==> config.mk <==
export PLATFORM = sky130hd
export DESIGN_NAME = btn_press_classifier
export DESIGN_NICKNAME = d
export VERILOG_FILES = /design/src/rtl/btn_press_classifier.sv
export SDC_FILE = /design/constraint.sdc
export NUM_CORES = 1
export LEC_CHECK = 0
export BUFFER_PORTS_ARGS = -buffer_cell sky130_fd_sc_hd__buf_4
export CORE_ASPECT_RATIO = 0.6
export CORE_MARGIN = 10
export CORE_UTILIZATION = 43
export CTS_CLUSTER_SIZE = 28
export DETAILED_ROUTE_END_ITERATION = 12
export GPL_ROUTABILITY_DRIVEN = 0
export PLACE_DENSITY_LB_ADDON = 0.05
export SYNTH_ARGS = -nofsm -noshare
export SYNTH_HDL_FRONTEND = slang
export SYNTH_SLANG_ARGS = --single-unit
==> constraint.sdc <==
create_clock -name clk -period 2.68 [get_ports clk]
set_input_delay 0.268 -clock clk [delete_from_list [all_inputs] [get_ports clk]]
set_output_delay 0.268 -clock clk [all_outputs]
set_load 0.03 [all_outputs]
==> src/rtl/btn_press_classifier.sv <==
// Groups button press pulses falling inside a time window into single/double
// (and, with BTN_PRESS_TRIPLE_EN defined, triple) press events.
module btn_press_classifier #(
  parameter int WINDOW_CYC = 50000000,
  parameter int CNT_W      = 26
) (
  input  logic       clk,
  input  logic       rst_n,
  input  logic       sign,
  output logic       single_evt,
  output logic       double_evt,
  output logic       triple_evt,
  output logic       busy,
  output logic [7:0] evt_count
);

`ifdef BTN_PRESS_TRIPLE_EN
  typedef enum logic [1:0] {IDLE = 2'd0, WAIT1 = 2'd1, WAIT2 = 2'd2} state_t;
`else
  typedef enum logic {IDLE = 1'b0, WAIT1 = 1'b1} state_t;
`endif

  localparam logic [CNT_W-1:0] LAST_TICK = CNT_W'(WINDOW_CYC - 1);

  state_t           state;
  state_t           next_state;
  logic [CNT_W-1:0] timer;
  logic [CNT_W-1:0] timer_next;
  logic             sign_d;
  logic             press;
  logic             expire;
  logic             single_next;
  logic             double_next;
  logic             triple_next;
  logic             any_next;

  assign press  = sign & ~sign_d;
  assign expire = (timer == LAST_TICK);

  // NOTE: state flops use non-blocking (<=) so every register samples the
  // pre-edge values; blocking here would create order-dependent behaviour.
  always_ff @(posedge clk or negedge rst_n) begin
    if (!rst_n) begin
      state  <= IDLE;
      timer  <= '0;
      sign_d <= 1'b0;
    end else begin
      state  <= next_state;
      timer  <= timer_next;
      sign_d <= sign;
    end
  end

  // NOTE: defaults first so every path assigns every signal and no latch forms.
  always_comb begin
    next_state = state;
    timer_next = '0;
    case (state)
      IDLE: begin
        if (press) next_state = WAIT1;
      end
      WAIT1: begin
        if (press) begin
`ifdef BTN_PRESS_TRIPLE_EN
          next_state = WAIT2;
`else
          next_state = IDLE;
`endif
        end else if (expire) begin
          next_state = IDLE;
        end else begin
          timer_next = timer + CNT_W'(1);
        end
      end
`ifdef BTN_PRESS_TRIPLE_EN
      WAIT2: begin
        if (press || expire) next_state = IDLE;
        else                 timer_next = timer + CNT_W'(1);
      end
`endif
      default: next_state = IDLE;
    endcase
  end

  // A press arriving on the expiry tick takes priority: it joins the group.
  always_comb begin
    single_next = (state == WAIT1) && !press && expire;
`ifdef BTN_PRESS_TRIPLE_EN
    double_next = (state == WAIT2) && !press && expire;
    triple_next = (state == WAIT2) && press;
`else
    double_next = (state == WAIT1) && press;
    triple_next = 1'b0;
`endif
    any_next = single_next | double_next | triple_next;
  end

  always_ff @(posedge clk or negedge rst_n) begin
    if (!rst_n) begin
      single_evt <= 1'b0;
      double_evt <= 1'b0;
      busy       <= 1'b0;
      evt_count  <= 8'd0;
    end else begin
      single_evt <= single_next;
      double_evt <= double_next;
      busy       <= (next_state != IDLE);
      if (any_next && (evt_count != 8'hFF)) evt_count <= evt_count + 8'd1;
    end
  end

`ifdef BTN_PRESS_TRIPLE_EN
  always_ff @(posedge clk or negedge rst_n) begin
    if (!rst_n) triple_evt <= 1'b0;
    else        triple_evt <= triple_next;
  end
`else
  assign triple_evt = 1'b0;
`endif

endmodule

==> flow_summary.toml, run 1 <==
[status]
status = "complete, no violations"

[logic_synthesis]
yosysWarnings = 0
syn-instance-count = 183
synth_compound_area_frac = 0.0248
seq_area_frac_synth = 0.510
synth_cell_types = 37
synth_nets = 188
yosys.area_share.simple = 0.276
synth_edf_count = 0
synth_seq_cells = 38
synth-xor-area-share = 0.136
ys.flop_type = "dfrtp_1"
syn_avg_cell_area_um2 = 10.2
synthAdderAreaFrac = 0.0134
muxShareOfSynthArea = 0.00604
synthArstFlopShare = 1.00
synth_area_um2 = 1870
synth_top_family_by_area = "simple AND/OR/NAND/NOR gates"

[timing]
post-route-min-period_ns = 2.16
rsz0062_at_grt = "false"
period_share = 0.805
maxSlewViolCount = 0
tns_ns = 0
finalClockSkew_ns = 0.0120
hold_viol_final = 0
setup_viol = 0
fmax_mhz = 463

[critical_path]
cp_slowest_cell = "or4b_1"
critPathKind = "reg2reg"
endpoint_kind = "flop"
cp_max_fo = 9
cp-start-kind = "flop"
arrival_ns = 2.34
max_stage_delay_ns = 0.51
cp_cell_sequence = "ha_1 > nand4_4 > nor4_4 > a21oi_2 > or4b_1 > xnor2_1"
worstPathRequired_ns = 2.86
crit_buf_inv = 0
critPathTopFamily = "simple AND/OR/NAND/NOR gates"

[floorplanning]
die_x_um = 105
initial_core_util = 0.450
rows = 18
die_area_um2 = 7460
io_pins = 15
die_h_um = 71.0
core_um2 = 4140

[drt]
drt_drc_violations_left = 0
drt_iter0_markers = 97
ant_nets = 0
first_pass_iters = 4
vias = 1324
wl_mm = 3.71
post_drt_wl_per_cell_um = 14.2
avgViaCountPerCell = 5.05

[finish]
syn_to_final_growth_pct = 16.5
finalNetCount = 206
drive_above_1_share = 0.153
stdcell_count = 262
antenna_cells = 0

[cts]
cts_tree = "yes"
cts_resized = 0
cts-root-buf = "clkbuf_8"
insertion_delay_ns = 0.29
cts-buffers-inserted = 5
h-tree-depth = 2
cts_sinks = 38
clk_path_buf_depth = 2
clk_pin_slew_worst_paths_ns = 0.08

[grt]
grt_max_degree = 39
antenna_found_initial = 0
gr-total-overflow = 0
grt_usage = 0.106
grt_pass1_vias = 1244
grt_pass1_wl_mm = 6.48

[job]
maxCapViolCount = 0

[place]
portBuffers = 13
post-place-cells = 253
dp_hpwl_mm = 2.73

[power_and_ir_drop]
power_leakage_nw = 0.945
ir_worst_vdd_v = 0.000438
power_density_nw_per_um2 = 740

[worst_hold_path]
min_path_type = "in2reg"
==> synth_stat cells (2+ instances only) <==
| cell | number | share of area |
|---|---|---|
| dfrtp_1 | 38 | 0.51 |
| and3_1 | 5 | 0.017 |
| inv_1 | 7 | 0.014 |
| xor2_1 | 13 | 0.061 |
| ha_1 | 2 | 0.013 |
| xnor2_1 | 16 | 0.075 |
| nor2_1 | 34 | 0.068 |
| nand3_1 | 8 | 0.021 |
| and4_1 | 3 | 0.014 |
| nor3_1 | 6 | 0.016 |
| and2_1 | 2 | 0.0067 |
| nor4_1 | 2 | 0.0067 |
| o21ai_0 | 2 | 0.0054 |
| nand4_1 | 9 | 0.030 |
| nand2_1 | 13 | 0.026 |
| buf_2 | 2 | 0.0054 |
==> per-layer routing <==
layer,share of wire,track usage,vias up
li1,-,-,648
met1,0.54,0.162,643
met2,0.39,0.136,29
met3,0.058,0.0335,4
met4,0.0057,0.0273,0
met5,0,0,-
==> layout by cell type (no fill, tap or decap), drive strengths merged, types with 2 or more instances in the layout <==
master and instances:
dfrtp 38, nor2 35, xnor2 16, buf 15
nand2 13, xor2 13, nand4 10, nand3 8
nor3 8, inv 7, clkbuf 6, and3 5
and4 3, nor4 3, and2 2, o21ai 2
ha 2, bufinv 2, a21oi 2
==> power breakdown <==
| group | leakage, nW | internal, mW | switching [mW] | total [mW] |
|---|---|---|---|---|
| clock | 0.0714 | 0.397 | 0.201 | 0.598 |
| sequential | 0.509 | 0.625 | 0.0641 | 0.689 |
| combinational | 0.365 | 0.116 | 0.205 | 0.321 |
==> through the flow <==
step	cell area [µm²]	power, mW	hold slack, ns	utilization	setup slack [ns]
CTS	2170	1.63	0.0839	0.524	0.532
finish	2170	1.61	0.0896	0.524	0.521
global route	2170	1.69	0.0778	0.524	0.392
floorplan	1870	0.887	-0.0276	-	0.710
detailed placement	2020	1.03	0.263	0.488	0.556
global placement	2020	1.01	0.258	0.488	0.614
==> path summary, 6_finish.rpt <==
path / cells after the start / startpoint / endpoint / slack, ns
setup / recovery: 6 / timer[0]$_DFF_PN0_ / evt_count[4]$_DFFE_PN0P_ / 0.52
min in group asynchronous: 2 / rst_n / timer[0]$_DFF_PN0_ / 0.47
setup reg to reg: 6 / timer[0]$_DFF_PN0_ / evt_count[4]$_DFFE_PN0P_ / 0.52
hold reg to reg: 1 / evt_count[5]$_DFFE_PN0P_ / evt_count[5]$_DFFE_PN0P_ / 0.50
max in group asynchronous: 2 / rst_n / timer[14]$_DFF_PN0_ / 1.86
hold / removal: 1 / sign / sign_d$_DFF_PN0_ / 0.09
==> logic make-up after synthesis <==
logic type / Yosys count
AND/OR/NAND/NOR: 93
adder cells (fa/ha/maj): 2
buffers and inverters: 12
multiplexers: 1
other: 1
flip-flops: 38
AO/OA/AOI/OAI: 7
XOR/XNOR: 29
==> flip-flops by register name, summed over array words and instances, names as in the netlist <==
signal / cells
single_evt: 1
evt_count: 8
timer: 26
sign_d: 1
double_evt: 1
busy: 1
==> layout make-up <==
| type | instances | area [µm²] |
|---|---|---|
| fill | 389 | 1970 |
| timing repair buffer | 16 | 123 |
| clock inverter | 2 | 60.1 |
| multi-input combinational | 133 | 856 |
| tap | 60 | 75.1 |
| inverter | 7 | 26.3 |
| clock buffer | 6 | 82.6 |
| sequential | 38 | 951 |
==> timing repair <==
action,CTS,global route
setup buffers,0,0
hold buffers,1,0
hold endpoints to repair,38,0
Note: power is estimated with default switching activity, not from simulation.
==> run 2: changes to the inputs <==
clock period = 1.8 ns   (was 2.68 ns; I/O delays follow)
==> run 2 against run 1 <==
Net effect:
- the flow now finishes with violations (negative setup slack)
- total power up 41%
- critical path depth shrank 1
- non-clock buffer count increased by 30
- first-iteration DRC count grew 13%
- worst hold slack gained 0.30 ns
- core utilization grew 7.5 points
- die area unchanged
- sequential power is 47% higher
- flip-flop and latch count is the same
- critical endpoint unchanged
- largest cell class unchanged
==> flow_summary.toml, run 2 (synthesis results as in run 1) <==
[finish]
largest_reg_flops = 26
syn_to_final_growth_pct = 33.3
finalNetCount = 236
final_common_cell = "buf_4"
antenna_cells = 0
reg_top3 = "timer: 26 flops, evt_count: 8 flops"
layout_common_cells = "42 x buf_4, 35 x dfrtp_1, 32 x nor2_1, 16 x xnor2_1"
regMostFlops = "timer"
fillers = 351
drive_above_1_share = 0.315

[critical_path]
cp_max_fo = 4
cp_cell_sequence = "nor4bb_1 > and4_1 > a21oi_2 > or4b_1 > xnor2_1"
r2r_slack_ns = -0.01
r2r-end = "evt_count[4]$_DFFE_PN0P_"
max_stage_delay_ns = 0.49
crit_buf_inv = 0
critPathKind = "reg2reg"
worstPathRequired_ns = 1.98
critPathTopFamily = "simple AND/OR/NAND/NOR gates"
cp_slowest_cell = "or4b_1"
timing.rr.start = "timer[25]$_DFF_PN0_"
endpoint_kind = "flop"
cp-start-kind = "flop"
r2r_cells = 5
arrival_ns = 1.99

[floorplanning]
die_x_um = 105
die_area_um2 = 7460
initial_core_util = 0.450
core_um2 = 4140
die_h_um = 71.0
rows = 18
io_pins = 15

[place]
portBuffers = 13
pre_cts_slack_ns = -0.0757
dp_hpwl_mm = 2.97

[drt]
vias = 1429
avgViaCountPerCell = 4.89
drt_drc_violations_left = 0
first_pass_iters = 4
ant_nets = 0
drt_iter0_markers = 110
post_drt_wl_per_cell_um = 14.3
wl_mm = 4.18

[power_and_ir_drop]
intPower_mw = 1.55
p_total_mw = 2.27
seq_power_share = 0.444
switchingPower_uw = 715
power_frac_clock = 0.301
swShare = 0.315
power_leakage_nw = 1.11
ir_worst_vdd_v = 0.000490
combPwrFrac = 0.255
power_density_nw_per_um2 = 911

[timing]
finalClockSkew_ns = 0.00961
period_share = 1.01
setup_ws_ns = -0.0123
hold_viol_final = 0
setup_viol = 2
rsz0062_at_grt = "true"
maxSlewViolCount = 0
fmax_mhz = 552
post-route-min-period_ns = 1.81

[grt]
antenna_found_initial = 0
grt_max_degree = 39
gr-total-overflow = 0
grt_usage = 0.113
grt_pass1_wl_mm = 6.78
grt_pass1_vias = 1374

[cts]
cts_sinks = 38
cts-buffers-inserted = 5
clk_pin_slew_worst_paths_ns = 0.07
h-tree-depth = 2
clk_path_buf_depth = 2
cts-root-buf = "clkbuf_8"
insertion_delay_ns = 0.29
cts_tree = "yes"

[job]
maxCapViolCount = 0

[status]
violations = "negative setup slack"
status = "finished with violations"

[worst_hold_path]
min_path_type = "in2async"
-- run 2: cell count changes in the layout (fill, tap and decap cells not counted), sizes merged --
cell,delta
buf,+29
bufinv,-2
clkbuf,+2
dlygate4sd3,+1
-- run 2: power groups by stage --
stage	Combinational [mW]	Sequential, mW	Clock (mW)
after detailed placement	0.577	1.02	0
final	0.578	1.01	0.682
after global routing	0.620	1.02	0.742
after global placement	0.564	1.01	0
after floorplan	0.171	1.16	0
after CTS	0.583	1.00	0.700
-- run 2: metrics by stage --
| stage | TNS (ns) | utilization | instances | instance area, µm² | hold WS [ns] |
|---|---|---|---|---|---|
| 2_1_floorplan | -0.0287 | - | 183 | 1880 | -0.116 |
| 3_3_place_gp | -0.104 | 0.539 | 278 | 2230 | 0.173 |
| 3_5_place_dp | -0.122 | 0.539 | 278 | 2230 | 0.181 |
| 4_1_cts | -0.00124 | 0.580 | 288 | 2400 | 0.410 |
| 5_1_grt | -0.603 | 0.600 | 292 | 2490 | 0.433 |
| 6_report | -0.0196 | 0.600 | 292 | 2490 | 0.391 |
-- run 2: worst max path at each step --
stage	from	end	slack, ns	cells after the start
after floorplan	timer[7]$_DFF_PN0_	evt_count[4]$_DFFE_PN0P_	-0.02	5
after global placement	timer[11]$_DFF_PN0_	evt_count[4]$_DFFE_PN0P_	-0.06	5
after detailed placement	timer[11]$_DFF_PN0_	evt_count[4]$_DFFE_PN0P_	-0.08	5
after CTS	timer[25]$_DFF_PN0_	evt_count[4]$_DFFE_PN0P_	-0.001	5
after global routing	timer[2]$_DFF_PN0_	timer[17]$_DFF_PN0_	-0.09	7
final	timer[25]$_DFF_PN0_	evt_count[4]$_DFFE_PN0P_	-0.01	5
-- run 2: layout make-up --
type,instances,area [µm²],area share
clock buffers,8,110,0.0443
inverters,7,26.3,0.0106
multi-input cells,133,953,0.383
flip-flops and latches,38,955,0.384
well taps,60,75.1,0.0302
repair buffers,46,367,0.147
-- run 2: timing repair --
| action | 4_1_cts | 5_1_grt |
|---|---|---|
| gates resized for setup | 4 | 14 |
| hold endpoints to repair | 39 | 0 |
| setup buffers | 0 | 4 |
| pin swaps | 2 | 4 |
| setup endpoints to repair | 5 | 32 |
| hold buffers | 2 | 0 |
-- run 2: layer usage --
metal | share of wire | wire length, µm | global-route usage | vias to the layer above
li1 | - | - | - | 709
met5 | 0 | 0 | 0 | -
met4 | 0.014 | 57 | 0.0424 | 0
met3 | 0.039 | 162 | 0.0344 | 7
met2 | 0.42 | 1770 | 0.155 | 30
met1 | 0.52 | 2190 | 0.160 | 683
